--- src/rtl/msk_g4mul_hpc1_feeder.sv ---
// Issue stage for the masked GF(4) HPC1 multiplier.
// Buffers PRNG words in a 2-entry FIFO, accepts shared operands and drives each
// gadget port at its own latency, then captures the gadget result so the caller
// sees a plain pipelined masked multiply. The gadget itself lives outside.
module msk_g4mul_hpc1_feeder #(
  parameter  int d          = 2,
  parameter  int REF_RNDLAT = 0,
  parameter  int REF_N_RND  = 1,
  parameter  int DOM_RND    = 1,
  localparam int RND_W      = 2*(REF_N_RND+DOM_RND)
) (
  input  logic             clk,
  input  logic             rst_n,
  input  logic             in_valid,
  output logic             in_ready,
  input  logic [d-1:0]     in_a0,
  input  logic [d-1:0]     in_a1,
  input  logic [d-1:0]     in_b0,
  input  logic [d-1:0]     in_b1,
  input  logic             rnd_in_valid,
  output logic             rnd_in_ready,
  input  logic [RND_W-1:0] rnd_in,
  output logic [d-1:0]     g_ina0,
  output logic [d-1:0]     g_ina1,
  output logic [d-1:0]     g_inb0,
  output logic [d-1:0]     g_inb1,
  output logic [RND_W-1:0] g_rnd,
  input  logic [d-1:0]     g_out0,
  input  logic [d-1:0]     g_out1,
  output logic [d-1:0]     res0,
  output logic [d-1:0]     res1,
  output logic             res_valid,
  output logic             busy
);

  localparam int L  = REF_RNDLAT;
  localparam int RW = 2*REF_N_RND;    // refresh slice of a word
  localparam int MW = RND_W - RW;     // multiply slice of a word
  localparam int NV = L + 3;          // gadget cycles 0 .. 2+L

  // FIFO occupancy, one-hot
  typedef enum logic [2:0] {
    F_EMPTY = 3'b001,
    F_ONE   = 3'b010,
    F_FULL  = 3'b100
  } fst_e;

  fst_e                   fst_q, fst_d;
  logic [1:0][RND_W-1:0]  mem_q, mem_d;   // entry 0 is always the head
  logic                   pop, push;

  assign pop  = in_valid & in_ready;
  // a pop frees the slot in the same cycle, so a full FIFO can still take a word
  assign push = rnd_in_valid & (rnd_in_ready | pop);

  // FIFO state register
  always_ff @(posedge clk or negedge rst_n) begin
    if (!rst_n) begin
      fst_q <= F_EMPTY;
      mem_q <= '0;
    end else begin
      fst_q <= fst_d;
      mem_q <= mem_d;
    end
  end

  // FIFO next state: shift toward the head on pop, append on push
  always_comb begin
    fst_d = fst_q;
    mem_d = mem_q;
    case (fst_q)
      F_EMPTY: begin
        if (push) begin
          mem_d[0] = rnd_in;
          fst_d    = F_ONE;
        end
      end
      F_ONE: begin
        if (push && pop) begin
          mem_d[0] = rnd_in;
        end else if (push) begin
          mem_d[1] = rnd_in;
          fst_d    = F_FULL;
        end else if (pop) begin
          fst_d    = F_EMPTY;
        end
      end
      F_FULL: begin
        if (pop) begin
          mem_d[0] = mem_q[1];
          if (push) mem_d[1] = rnd_in;
          else      fst_d    = F_ONE;
        end
      end
      default: fst_d = F_EMPTY;
    endcase
  end

  // FIFO handshake outputs depend on occupancy only
  always_comb begin
    in_ready     = ~fst_q[0];
    rnd_in_ready = ~fst_q[2];
  end

  // Per-field delay lines. Each line loads zero when no op is accepted, so an
  // idle slot is all-zero and every gadget port is driven straight from a
  // register with no logic mixing the shares.
  logic [NV-1:0]          vld_q;
  logic [L+1:0][d-1:0]    a0_q, a1_q;
  logic [L:0][d-1:0]      b0_q, b1_q;
  logic [L+1:0][MW-1:0]   mul_q;
  logic [RW-1:0]          ref_q;
  logic [d-1:0]           res0_q, res1_q;
  logic                   rv_q;

  // operand/randomness pipeline and result capture
  always_ff @(posedge clk or negedge rst_n) begin
    if (!rst_n) begin
      vld_q  <= '0;
      a0_q   <= '0;
      a1_q   <= '0;
      b0_q   <= '0;
      b1_q   <= '0;
      mul_q  <= '0;
      ref_q  <= '0;
      res0_q <= '0;
      res1_q <= '0;
      rv_q   <= 1'b0;
    end else begin
      vld_q    <= {vld_q[NV-2:0], pop};
      a0_q[0]  <= pop ? in_a0 : '0;
      a1_q[0]  <= pop ? in_a1 : '0;
      b0_q[0]  <= pop ? in_b0 : '0;
      b1_q[0]  <= pop ? in_b1 : '0;
      mul_q[0] <= pop ? mem_q[0][RND_W-1:RW] : '0;
      ref_q    <= pop ? mem_q[0][RW-1:0] : '0;
      for (int k = 1; k <= L+1; k++) begin
        a0_q[k]  <= a0_q[k-1];
        a1_q[k]  <= a1_q[k-1];
        mul_q[k] <= mul_q[k-1];
      end
      for (int k = 1; k <= L; k++) begin
        b0_q[k] <= b0_q[k-1];
        b1_q[k] <= b1_q[k-1];
      end
      rv_q   <= vld_q[L+2];
      res0_q <= vld_q[L+2] ? g_out0 : '0;
      res1_q <= vld_q[L+2] ? g_out1 : '0;
    end
  end

  assign g_rnd     = {mul_q[L+1], ref_q};
  assign g_inb0    = b0_q[L];
  assign g_inb1    = b1_q[L];
  assign g_ina0    = a0_q[L+1];
  assign g_ina1    = a1_q[L+1];
  assign res0      = res0_q;
  assign res1      = res1_q;
  assign res_valid = rv_q;
  assign busy      = (|vld_q) | rv_q;

endmodule

--- config.mk ---
export PLATFORM = sky130hd
export DESIGN_NAME = msk_g4mul_hpc1_feeder
export DESIGN_NICKNAME = d
export VERILOG_FILES = /design/src/rtl/msk_g4mul_hpc1_feeder.sv
export SDC_FILE = /design/constraint.sdc
export NUM_CORES = 1
export LEC_CHECK = 0
export ABC_AREA = 1
export CAP_MARGIN = 25
export CORE_AREA = 3 3 61 63
export CTS_BUF_LIST = sky130_fd_sc_hd__clkbuf_8 sky130_fd_sc_hd__clkbuf_16
export DETAILED_ROUTE_END_ITERATION = 8
export DIE_AREA = 0 0 64 66
export PLACE_DENSITY_LB_ADDON = 0.08
export SLEW_MARGIN = 10
export SYNTH_ARGS = -nofsm -noshare
export SYNTH_HDL_FRONTEND = slang
export SYNTH_SLANG_ARGS = --single-unit
--- constraint.sdc ---
create_clock -name clk -period 1.4 [get_ports clk]
set_input_delay 0.21 -clock clk [delete_from_list [all_inputs] [get_ports clk]]
set_output_delay 0.21 -clock clk [all_outputs]
set_load 0.005 [all_outputs]
* After elaboration in Yosys (flattened, before gate mapping) *
Index checks and enable logic that the tools add are counted.

storage, ports and cells
  flip-flop bits (word level) = 37
  bits of input ports = 20
  output and inout bits = 20
  word-level logic and storage cells = 60

cells by class
  equality and inequality tests = 9
  muxes and demuxes = 22
  bitwise logic cells = 6
  reductions and logical operators = 7

operators with widths
  operator                                                          count
  3-bit 2-to-1 mux                                                  6
  2-bit 2-to-1 mux                                                  8
  4-bit 2-to-1 mux                                                  4
  4-bit one-hot mux with 3 select lines                             1
  2-bit != test (second input constant)                             5
  3-bit one-hot mux with 3 select lines                             1
  8-bit 2-to-1 mux                                                  1
  4-bit one-hot mux with 2 select lines                             1
  5-bit AND reduction                                               1
  4-bit AND reduction                                               1
  3-bit by 1-bit == test with 1-bit output (second input constant)  1
  3-bit by 2-bit == test with 1-bit output (second input constant)  1
  3-bit == test (second input constant)                             1
  3-bit != test (second input constant)                             1
  3-bit AND reduction                                               1
  3-bit nonzero test                                                1
  3-bit OR reduction                                                1
  1-bit AND                                                         2
  1-bit NOT                                                         2
  1-bit OR                                                          2
  2-bit nonzero test                                                1
  1-bit logical AND                                                 1

* Logic depth before layout (Yosys ltp) *
  depth in word-level cells = 7
  depth in mapped cells = 8
  depth with buffers taken out = 8

* Worst setup path before layout *
Ideal clock, no wire load.

  kind = reg-to-reg
  from = reg fst_q[0]
  to = reg mem_q[7] (netlist bit)
  setup time = 0.117 ns
  data arrival time = 1.090 ns
  data required time = 1.283 ns
  path slack = 0.193 ns
  stages on the path, launching flop included = 8
  path buffers = 0
  path through = dfstp_2 -> inv_2 -> nand3_4 -> nand2_4 -> nand3_2 -> nand2_2 -> nand2_1 -> o21ai_2

on the way
  word-level cells in the longest chain between the ends = 7

RTL lines
  what                                                                                 line  RTL
  start: declaration                                                                   48    fst_e fst_q, fst_d;
  start signal: assignment                                                             62    fst_q <= fst_d;
  1-bit NOT (*)                                                                        101   in_ready = ~fst_q[0];
  via in_ready                                                                         15    output logic in_ready,
  1-bit AND (*)                                                                        52    assign pop = in_valid & in_ready;
  1-bit OR                                                                             54    assign push = rnd_in_valid & (rnd_in_ready | pop);
  1-bit AND                                                                            54
  4-bit 2-to-1 mux / 1-bit logical AND (equally long branches)                         -
  8-bit 2-to-1 mux (tied with other cells)                                             -
  4-bit one-hot mux with 2 select lines / 3-bit AND reduction (equally long branches)  -
  end signal: assignment                                                               63    mem_q <= mem_d;
  end: declaration                                                                     49    logic [1:0][RND_W-1:0] mem_q, mem_d;

Mark *: on every way through the listed nets, which the timed path passes. The rest lies on a longest branch. The select of a mux whose other input is x is not followed.
A chain may end at the register's enable or synchronous reset.

* Final worst setup path *
  from = reg vld_q[2]
  to = out busy

on the way
  word-level cells in the longest chain between the ends = 2

RTL lines
  what                      line  RTL
  start: declaration        108   logic [NV-1:0] vld_q;
  start signal: assignment  130   vld_q <= {vld_q[NV-2:0], pop};
  3-bit OR reduction        160   assign busy = (|vld_q) | rv_q;
  1-bit OR                  160
  end: declaration          33    output logic busy

Every way passes these cells.

==> flow_summary.ini <==
[critical_path]
worstPathRequired_ns = 1.19
startpoint_type = flip-flop
critical_path_arrival_ns = 1.32
crit_path_end_kind = output port
path_class = reg -> out
crit_fanout = 2

[place]
dp_cells = 238
gp_congestion = 0.772
hpwl_mm = 2.08
portBuffers = 39
post-place-ws_ns = -0.119

[worst_hold_path]
hp-class = reg -> reg

[logic_synthesis]
syn-instance-count = 153
synth_nets = 173
synth_xor_area_share_pct = 0
syn_area_per_cell_um2 = 9.89
synth_top_family_by_area = simple AND/OR/NAND/NOR gates
synthesis.area_um2 = 1510
synth_fa_ha_area_share_pct = 0
yosysWarningCount = 0
synthSimpleGateAreaFrac_pct = 26.8
seq_area_frac_synth_pct = 61.3
ys_types = 25
synth-seq-cells = 37
synth_compound_area_share_pct = 2.23
synth.area.mux_share_pct = 0

[timing]
fin_hold_ws_ns = 0.350
min_period_over_period_pct = 109
timing.slew.headroom_pct = 76.8
setup_tns_ns = -0.133
setup_viol = 1
tightest_slew_ns = 0.348
fmax_ghz = 0.653
rsz0062_at_grt = true
slew_violations = 0
fin_ws_ns = -0.133
min_period_ns = 1.53
hold_violations = 0
fin_skew_ns = 0.00414

[status]
violations = setup timing
status = finished, violations left

[cells_and_area]
regMostFlops = mem_q
reg_top3 = mem_q: 8 flops, fst_q: 3 flops, vld_q: 3 flops
syn_to_final_growth_pct = 42.4
final_nets = 226
fillers = 278
diodes = 0
drive_gt1_share_pct = 24.6
stdcell_count = 253
post-route-util_pct = 65.6
largest_reg_flops = 8

[floorplanning]
core_area_um2 = 3280
num_io_pins = 40
die_width_um = 64
die_h_um = 66
initial_core_util_pct = 46.1
die_area_um2 = 4220
fp-row-count = 21

[global_route]
grt_pass1_vias = 1163
grt_pass1_wl_mm = 4.91
grt_usage_pct = 15.3
gr-total-overflow = 0
grt_max_degree = 16
antenna_found_initial = 0

[power]
power_frac_comb_pct = 39.1
power.internal_uw = 2450
clkPwrFrac_pct = 20.2
power_switching_uw = 1280
p_leak_uw = 0.00114
ir_drop_mv = 0.972
switching_share_pct = 34.4
power_density_nw_per_um2 = 1730
seqPwrFrac_pct = 40.7

[drt]
routed_wl_mm = 2.95
num_vias = 1146
first_pass_iters = 4
drt_iter0_drc = 45
wl_per_cell_um = 11.7
avgViaCountPerCell = 4.53
route.detailed.drc = 0
antenna_left = 0

[clock_network]
path_clk_slew_ns = 0.07
cts_buffers = 5
cts_tree = done
clk_latency_ns = 0.28
htreeDepth = 2
cts_root_buf = clkbuf_8
clock_path_buffers = 2
cts.sinks = 37

[run]
maxCapViolations = 0
layer usage:
layer  routed length [um]  global-route usage, %
met5                    0                      0
met4                   57                   8.36
met3                  189                   4.42
met2                 1590                   28.3
met1                 1110                   15.4
critical path: stages (launching register included):
cell     delay [ns]
dfrtp_1        0.38
or4_1          0.52
buf_2          0.14
kinds of logic (layout without fill, tap and decap cells):
logic type,count (synthesis),in the layout
simple gates,79,79
flops,37,37
buf+inv,32,86
compound gates,5,5
cells in the mapped netlist:
library cell,n,area [um^2]
nand2_1,39,146
dfrtp_1,36,901
inv_1,22,82.6
nor2_1,13,48.8
nand3_1,7,35.0
buf_4,6,45.0
nand2_2,5,31.3
nand2_4,3,33.8
inv_2,2,7.51
nand3_2,2,20.0
nand4_1,2,12.5
nor2_2,2,12.5
o21ai_0,2,10.0
a31oi_1,1,6.26
and2_1,1,6.26
buf_2,1,5.00
dfstp_2,1,26.3
inv_4,1,6.26
nand3_4,1,17.5
nand4_2,1,12.5
nor2_4,1,11.3
nor3_2,1,10.0
o2111ai_1,1,8.76
o21ai_2,1,8.76
or4_1,1,7.51
stage by stage:
stage	power, uW	instance area (um^2)
finish	3730	2150
global route	4000	2150
CTS	3620	2090
detailed placement	2810	1960
global placement	2750	1960
floorplan	2310	1510
placed cells by master, fill, tap and decap left out, types with 3 or more instances in the layout:
master,instances
nand2_2,6
clkdlybuf4s50_1,35
inv_1,21
inv_4,3
nand3_1,5
nand2_4,3
dfrtp_1,34
nor2_1,12
clkbuf_8,6
nand2_1,38
nand3_4,3
buf_4,12
path summary, 6_finish.rpt:
path	startpoint	endpoint	slack, ns	cells after the start
max in group asynchronous	rst_n	mul_q[1]	0.56	3
worst max-delay path	vld_q[2]	busy	-0.13	2
worst min register to register	a0_q[0]	g_ina0[0]	0.35	0
worst min-delay path	a0_q[0]	g_ina0[0]	0.35	0
worst max register to register	fst_q[0]	mem_q[7]	0.05	8
min in group asynchronous	rst_n	mem_q[4]	0.36	2
power by group through the flow:
stage	clock, uW	sequential, uW	combinational [uW]
after global routing	824	1550	1630
final	753	1520	1460
after CTS	787	1500	1330
after detailed placement	0	1550	1260
after floorplan	0	1530	782
after global placement	0	1540	1220
area by class of cell:
cell class	count	area [um^2]	share of cell area (%)
Inverter	25	101	4.70
Clock inverter	2	13.8	0.639
Clock buffer	6	82.6	3.83
Multi-Input combinational cell	84	480	22.3
Sequential cell	37	930	43.1
Timing Repair Buffer	53	489	22.7
Tap cell	46	57.6	2.67
what timing repair did:
action,CTS,global route
hold buffers,1,0
gates resized for setup,8,12
pin swaps,0,9
hold endpoints to repair,12,0
buffers inserted,4,2
setup endpoints to repair,3,11
No activity file was read; power rests on OpenSTA's default activity.
